$ cat config.mk
export PLATFORM = sky130hd
export DESIGN_NAME = lvds_link_monitor
export DESIGN_NICKNAME = d
export VERILOG_FILES = /design/src/rtl/lvds_link_monitor.sv
export SDC_FILE = /design/constraint.sdc
export NUM_CORES = 1
export LEC_CHECK = 0
export ABC_AREA = 1
export CORE_MARGIN = 2
export CORE_UTILIZATION = 49
export CTS_CLUSTER_SIZE = 25
export DETAILED_ROUTE_END_ITERATION = 6
export PLACE_DENSITY = 0.73
export SYNTH_ARGS = -nofsm -noshare
export SYNTH_HDL_FRONTEND = slang
export SYNTH_SLANG_ARGS = --single-unit
$ cat constraint.sdc
create_clock -name clk_100Mz -period 5.5 [get_ports clk_100Mz]
set_input_delay 1.65 -clock clk_100Mz [delete_from_list [all_inputs] [get_ports clk_100Mz]]
set_output_delay 1.65 -clock clk_100Mz [all_outputs]
set_load 0.05 [all_outputs]
$ cat src/rtl/lvds_link_monitor.sv
// LVDS input-link self-test: stimulates one channel group at a time with a tick-rate square
// wave, counts looped-back rising edges per lane and publishes a per-lane pass bit.
module lvds_link_monitor #(
  parameter int NUM_GROUPS   = 2,
  parameter int CH_PER_GROUP = 2,
  parameter int TICK_DIV     = 100,
  parameter int SETTLE_TICKS = 2,
  parameter int WINDOW_TICKS = 32,
  parameter int MIN_EDGES    = 12,
  parameter int MAX_EDGES    = 20,
  parameter int CW           = 8,
  localparam int NL  = NUM_GROUPS * CH_PER_GROUP,
  localparam int AGW = (NUM_GROUPS > 1) ? $clog2(NUM_GROUPS) : 1
) (
  input  logic                  clk_100Mz,
  input  logic                  rst,
  input  logic                  enable,
  input  logic [NL-1:0]         lane_in,
  output logic [NUM_GROUPS-1:0] stim_out,
  output logic [NL-1:0]         ready_channel,
  output logic [AGW-1:0]        active_group,
  output logic                  busy,
  output logic                  scan_done
);

  localparam int PW   = (TICK_DIV > 1) ? $clog2(TICK_DIV) : 1;
  localparam int MAXT = (SETTLE_TICKS > WINDOW_TICKS) ? SETTLE_TICKS : WINDOW_TICKS;
  localparam int TW   = $clog2(MAXT + 1);

  generate
    if (MIN_EDGES > MAX_EDGES || MAX_EDGES >= (1 << CW) - 1 || CW < 1 || CW > 30 ||
        WINDOW_TICKS < 4 || (WINDOW_TICKS % 2) != 0 || SETTLE_TICKS < 1 ||
        TICK_DIV < 2 || NUM_GROUPS < 1 || CH_PER_GROUP < 1) begin : g_bad_params
      $error("lvds_link_monitor: illegal parameter set");
    end
  endgenerate

  typedef enum logic [1:0] {S_IDLE, S_SETTLE, S_MEASURE, S_EVAL} state_e;
  typedef logic [NUM_GROUPS-1:0][CH_PER_GROUP-1:0] lanes_t;

  state_e                           state_q, state_d;
  logic [PW-1:0]                    presc_q, presc_d;
  logic [TW-1:0]                    tcnt_q, tcnt_d;
  logic                             toggle_q, toggle_d;
  logic [CH_PER_GROUP-1:0][CW-1:0]  cnt_q, cnt_d;
  lanes_t                           ready_q, ready_d;
  logic [AGW-1:0]                   ag_q, ag_d;
  logic [NUM_GROUPS-1:0]            stim_q, stim_d;
  logic                             busy_q, busy_d;
  logic                             done_q, done_d;
  lanes_t                           sync1_q, sync2_q, sync3_q, edge_g;
  logic                             tick;
  logic                             stim_on;

  assign tick    = (presc_q == PW'(TICK_DIV - 1));
  assign presc_d = tick ? '0 : presc_q + 1'b1;
  assign edge_g  = sync2_q & ~sync3_q;

  always_comb begin
    state_d  = state_q;
    tcnt_d   = tcnt_q;
    toggle_d = toggle_q;
    cnt_d    = cnt_q;
    ready_d  = ready_q;
    ag_d     = ag_q;
    done_d   = 1'b0;
    case (state_q)
      S_IDLE: begin
        toggle_d = 1'b0;
        tcnt_d   = '0;
        cnt_d    = '0;
        if (enable) state_d = S_SETTLE;
      end
      S_SETTLE: begin
        cnt_d = '0;
        if (!enable) begin
          state_d  = S_IDLE;
          tcnt_d   = '0;
          toggle_d = 1'b0;
        end else if (tick) begin
          toggle_d = ~toggle_q;
          if (tcnt_q == TW'(SETTLE_TICKS - 1)) begin
            state_d = S_MEASURE;
            tcnt_d  = '0;
          end else begin
            tcnt_d = tcnt_q + 1'b1;
          end
        end
      end
      S_MEASURE: begin
        if (!enable) begin
          state_d  = S_IDLE;
          tcnt_d   = '0;
          toggle_d = 1'b0;
          cnt_d    = '0;
        end else begin
          // an edge arriving on the final tick is still counted before EVAL
          for (int unsigned c = 0; c < CH_PER_GROUP; c++) begin
            if (edge_g[ag_q][c] && (cnt_q[c] != '1)) cnt_d[c] = cnt_q[c] + 1'b1;
          end
          if (tick) begin
            toggle_d = ~toggle_q;
            if (tcnt_q == TW'(WINDOW_TICKS - 1)) begin
              state_d = S_EVAL;
              tcnt_d  = '0;
            end else begin
              tcnt_d = tcnt_q + 1'b1;
            end
          end
        end
      end
      S_EVAL: begin
        for (int unsigned c = 0; c < CH_PER_GROUP; c++) begin
          ready_d[ag_q][c] = (cnt_q[c] >= CW'(MIN_EDGES)) && (cnt_q[c] <= CW'(MAX_EDGES));
        end
        if (ag_q == AGW'(NUM_GROUPS - 1)) begin
          ag_d   = '0;
          done_d = 1'b1;
        end else begin
          ag_d = ag_q + 1'b1;
        end
        cnt_d    = '0;
        tcnt_d   = '0;
        toggle_d = 1'b0;
        state_d  = enable ? S_SETTLE : S_IDLE;
      end
      default: state_d = S_IDLE;
    endcase

    // outputs are derived from next-state values so the registers line up with the FSM
    stim_on = (state_d == S_SETTLE) || (state_d == S_MEASURE);
    busy_d  = (state_d != S_IDLE);
    for (int unsigned g = 0; g < NUM_GROUPS; g++) begin
      stim_d[g] = stim_on && (ag_d == AGW'(g)) && toggle_d;
    end
  end

  always_ff @(posedge clk_100Mz or posedge rst) begin
    if (rst) begin
      state_q  <= S_IDLE;
      presc_q  <= '0;
      tcnt_q   <= '0;
      toggle_q <= 1'b0;
      cnt_q    <= '0;
      ready_q  <= '0;
      ag_q     <= '0;
      stim_q   <= '0;
      busy_q   <= 1'b0;
      done_q   <= 1'b0;
      sync1_q  <= '0;
      sync2_q  <= '0;
      sync3_q  <= '0;
    end else begin
      state_q  <= state_d;
      presc_q  <= presc_d;
      tcnt_q   <= tcnt_d;
      toggle_q <= toggle_d;
      cnt_q    <= cnt_d;
      ready_q  <= ready_d;
      ag_q     <= ag_d;
      stim_q   <= stim_d;
      busy_q   <= busy_d;
      done_q   <= done_d;
      sync1_q  <= lane_in;
      sync2_q  <= sync1_q;
      sync3_q  <= sync2_q;
    end
  end

  assign stim_out      = stim_q;
  assign ready_channel = ready_q;
  assign active_group  = ag_q;
  assign busy          = busy_q;
  assign scan_done     = done_q;

endmodule

### After elaboration in Yosys (flattened, before gate mapping)

Index checks and enable logic that the tools add are counted.

| operators by class | value |
|---|---|
| $add $sub $neg | 5 |
| magnitude comparators | 6 |
| mux-type cells | 36 |
| equal/unequal tests | 14 |
| reductions and logical operators | 16 |
| bitwise gates (word level) | 4 |

Operator list:

| kind | count |
|---|---|
| $mux 6 | 6 |
| $pmux 16 s2 | 1 |
| $mux 2 | 10 |
| $pmux 6 s3 | 1 |
| $add 8x1->8 const B | 2 |
| $ge 8x4->1 const B | 2 |
| $le 8x5->1 const B | 2 |
| $mux 16 | 1 |
| $mux 8 | 2 |
| $ne 8x8->1 const B | 2 |
| $ne 3x3->1 const B | 4 |
| $logic_and 1x1->1 | 9 |
| $bwmux 4 | 2 |
| $mux 1 | 8 |
| $pmux 2 s4 | 1 |
| $add 7x1->7 const B | 1 |
| $eq 7x7->1 const B | 1 |
| $mux 7 | 1 |
| $add 6x1->6 const B | 1 |
| $eq 2x2->1 const B | 3 |
| $eq 6x1->1 const B | 1 |
| $eq 6x5->1 const B | 1 |
| $and 4x4->4 | 1 |
| $demux 2 s1 | 2 |
| other kinds (13) | 16 |

| storage, ports and cells | value |
|---|---|
| bits in registers | 53 |
| bits of input ports | 7 |

### Longest topological paths before layout

| depth | value |
|---|---|
| depth after elaboration | 9 |
| gate-level depth with buffers | 13 |
| gate-level depth less buffers | 13 |

### Least setup slack after synthesis

OpenSTA, ideal clock, no wires.

| timing path | value |
|---|---|
| kind | input -> register |
| start | in enable |
| end | reg stim_q[1] (netlist: stim_out[1]) |
| library setup time | 86 ps |
| path buffers | 0 |
| data required time | 5,414 ps |
| arrival time | 2,377 ps |
| setup slack | 3,037 ps |
| cell stages on the path | 5 |
| path through | nor3_1 -> a21oi_1 -> ha_1 -> inv_1 -> nor3_1 |

| between the ends | value |
|---|---|
| cells in the longest elaborated chain, start to end | 6 |
| elaborated cells on any way between the ends | 12 |
| those cells by class | 2 x eq/ne; 7 x mux; 3 x reduce/logical |

RTL lines:

| what | line | text |
|---|---|---|
| start: declaration | 17 | `input logic enable,` |
| $mux 1 (tied with other cells) | 125 | `state_d = enable ? S_SETTLE : S_IDLE;` |
| $pmux 2 s4 | 67 | `case (state_q)` |
| $eq 2x1->1 or $eq 2x2->1 (tied branches) | 131 | `stim_on = (state_d == S_SETTLE) \|\| (state_d == S_MEASURE);` |
| $logic_or 1x1->1 | 131 |  |
| $logic_and 1x1->1 | 134 | `stim_d[g] = stim_on && (ag_d == AGW'(g)) && toggle_d;` |
| $logic_and 1x1->1 * | 134 |  |
| named net stim_d[1] | 48 | `logic [NUM_GROUPS-1:0] stim_q, stim_d;` |
| end signal: assignment | 161 | `stim_q <= stim_d;` |
| end: declaration | 48 |  |

The timed path passes the listed nets; every way through them passes the cells marked *.
A chain may end at the register's enable or synchronous reset.

### Worst setup path after layout

| timing path | value |
|---|---|
| start | reg ag_q (netlist: active_group) |
| end | out active_group |

RTL lines:

| what | line | text |
|---|---|---|
| start: declaration | 47 | `logic [AGW-1:0] ag_q, ag_d;` |
| start signal: assignment | 160 | `ag_q <= ag_d;` |
| end: declaration | 21 | `output logic [AGW-1:0] active_group,` |

No word-level cell between the ends.

==> results_dict.tcl <==
set metrics [dict create \
    outcome "completed" \
    cts_tree "yes" \
    drv_slew 0 \
    period_minus_slack_ps 3262 \
    drc 0 \
    grt_max_degree 34 \
    cp_num_cells 1 \
    cpMaxStageDelayCell "clkdlybuf4s50_1" \
    first_global_vias 2028 \
    via_per_inst 5.120 \
    syn_avg_cell_area_sq_um 8.497 \
    dieArea_sq_mm 0.006088 \
    worstMarginPinSlew_ps 496.6 \
    gr-total-overflow 0 \
    synth-warning-count 0 \
    hold_depth 0 \
    setup_ws_ps 2238 \
    fmax_mhz 306.6 \
    final-setup-viol-count 0 \
    gp_congestion 0.8665 \
    synth.area.top_cells "dfrtp_1 (49%), nand2_1 (8.9%), inv_1 (7.0%)" \
    slew_headroom_pct 66.79 \
    route.vias.total 2084 \
    cts_repair_resize_count 0 \
    initialDrtViolationCount 102 \
    core_area_sq_mm 0.005205 \
    finalWirelength_microns 4916 \
    path_cells "clkdlybuf4s50_1" \
    ant_nets 0 \
    multiInputGateArea_sq_mm 0.001121 \
    clockBufferDepth 2 \
    drive_above_1_share_pct 10.09 \
    place_ws_ps 2326 \
    dr.pass1.iters 4 \
    clkTransAtPathRegs_ps 90 \
    clock_sinks 53 \
    synth_cells 316 \
    grt_pass1_wl_microns 8666 \
    antenna_found_initial 0 \
    dieHeight_microns 78.03 \
    clock_tree.root_cell "clkbuf_8" \
    finClkSkew_ps 8.106 \
    synth_top_cell_area_share_pct 49.39 \
    seq_area_sq_mm 0.001326 \
    hold_viol 0 \
    worstSkewPairLatency_ps 300 \
    wire_per_inst_microns 12.08 \
    grt_setup_unrepaired "false" \
    num_rows 26 \
    yosysTopAreaCell "dfrtp_1" \
    endpoint_kind "output pin" \
    ioPinCount 16 \
    critPathTopFamily "buffers and inverters" \
    synth_edf_count 0 \
    start_util_pct 51.59 \
    synthesis.nets 337 \
    finalCritPeriodShare_pct 59.31 \
    cp_max_fo 7 \
    dp.final_hpwl_microns 3715 \
    synth_cell_types 29 \
    cts_setup_buffers 0 \
    required_ps 3850 \
    ys_ff_latch 53 \
    reg2reg_depth 11 \
    cp_slowest_stage_delay_ps 850 \
    drv_cap 0 \
    fillers 467 \
    htree_levels 2 \
    synth_ff_type "dfrtp_1" \
    antenna_cells 0 \
    die_x_microns 78.03 \
    portBuffers 15 \
    p_per_area_mw_per_mm2 278.7 \
    cts_hold_buf 0 \
    ys_async_sr_fraction_pct 100.0 \
    final_nets 357 \
    p_leak_nw 1.381 \
    ir_drop_uv 182.1 \
    synthesis.area_sq_mm 0.002685 \
    cp_num_buf_inv 1 \
    critPathLaunchType "register" \
    yosysSeqAreaShare_pct 49.39 \
    worstSetupPathType "register to output pin" \
    area_growth_pct 13.09 \
    cts_buffers 5 \
    setup_tns_ps 0 \
    hold_path_class "register to register" \
    critical_path_arrival_ps 1610 \
    grt_usage_pct 17.70 \
]
==> final cells by class <==
cell class / count / area share (%)
sequential: 53 / 43.68
multi-input combinational: 204 / 36.92
inverter: 56 / 6.922
timing repair buffer: 16 / 5.192
tap: 70 / 2.884
clock buffer: 5 / 2.266
clock inverter: 3 / 2.143
==> synth_stat cells (2+ instances only) <==
master and count:
nand2_1 64, dfrtp_1 53, inv_1 50, nor2_1 23, a21oi_1 22, ha_1 14
nand3_1 14, nor3_1 14, o21ai_0 11, nand4_1 9, inv_2 6, nand2_2 6
o21ai_1 6, nand2_4 3, a21oi_2 2, buf_6 2, nor2_2 2, nor3b_1 2
o22ai_1 2, o22ai_2 2
==> flip-flops by register name (all words and copies together), names as in the netlist, 4 cells and up <==
| name | flops |
|---|---|
| cnt_q | 16 |
| presc_q | 7 |
| tcnt_q | 6 |
| ready_channel | 4 |
| sync1_q | 4 |
| sync2_q | 4 |
| sync3_q | 4 |
==> through the flow <==
stage	area (sq um)	total power, W	std cells	utilization, %	hold slack, ps
6_report	3037	0.0008463	407	58.34	347.5
5_1_grt	3037	0.0008881	407	58.34	358.6
4_1_cts	3037	0.0008546	407	58.34	353.8
3_5_place_dp	2903	0.0005512	399	55.77	335.8
3_3_place_gp	2903	0.0005493	399	55.77	331.1
2_1_floorplan	2685	0.0005161	316	-	331.2
==> logic make-up after synthesis <==
family | after synthesis | synth area share [%]
flops | 53 | 49.39
simple gates | 140 | 24.42
buf+inv | 59 | 8.853
xor+xnor | 1 | 0.3262
fa+ha+maj | 14 | 6.524
mux | 1 | 0.3728
compound gates | 48 | 10.11
==> per-layer routing <==
metal,track usage (%),up-vias,wire length (microns)
met5,0,-,0
li1,-,1053,-
met4,5.614,0,53
met2,29.48,31,2437
met3,3.908,6,134
met1,23.11,994,2291
==> report_power, final <==
part           switching, W  total, W  internal (W)
clock              0.000123  0.000304      0.000181
sequential        0.0000116  0.000414      0.000402
combinational     0.0000855  0.000128     0.0000429
total              0.000221  0.000846      0.000626
==> placed cells by master (no fill, tap or decap), types with 3 or more instances in the layout <==
cell             Yosys  routed
a21oi_1             22      22
o21ai_1              6       6
nand2_2              6       6
clkbuf_8             0       5
nand2_4              3       3
nand3_1             14      14
nand2_1             64      64
inv_2                6       7
clkdlybuf4s50_1      0      15
nor3_1              14      14
nor2_1              23      23
inv_1               50      49
o21ai_0             11      11
ha_1                14      14
dfrtp_1             53      53
nand4_1              9       9
==> path summary, 6_finish.rpt <==
kind                         startpoint           end  slack, ps
setup / recovery           active_group  active_group       2240
min in group asynchronous           rst      cnt_q[2]       1670
max in group asynchronous           rst     cnt_q[14]       3080
setup reg to reg             presc_q[0]   stim_out[1]       3570
hold reg to reg              sync1_q[0]    sync2_q[0]        350
hold / removal               sync1_q[0]    sync2_q[0]        350
(Power assumes the default switching activity.)
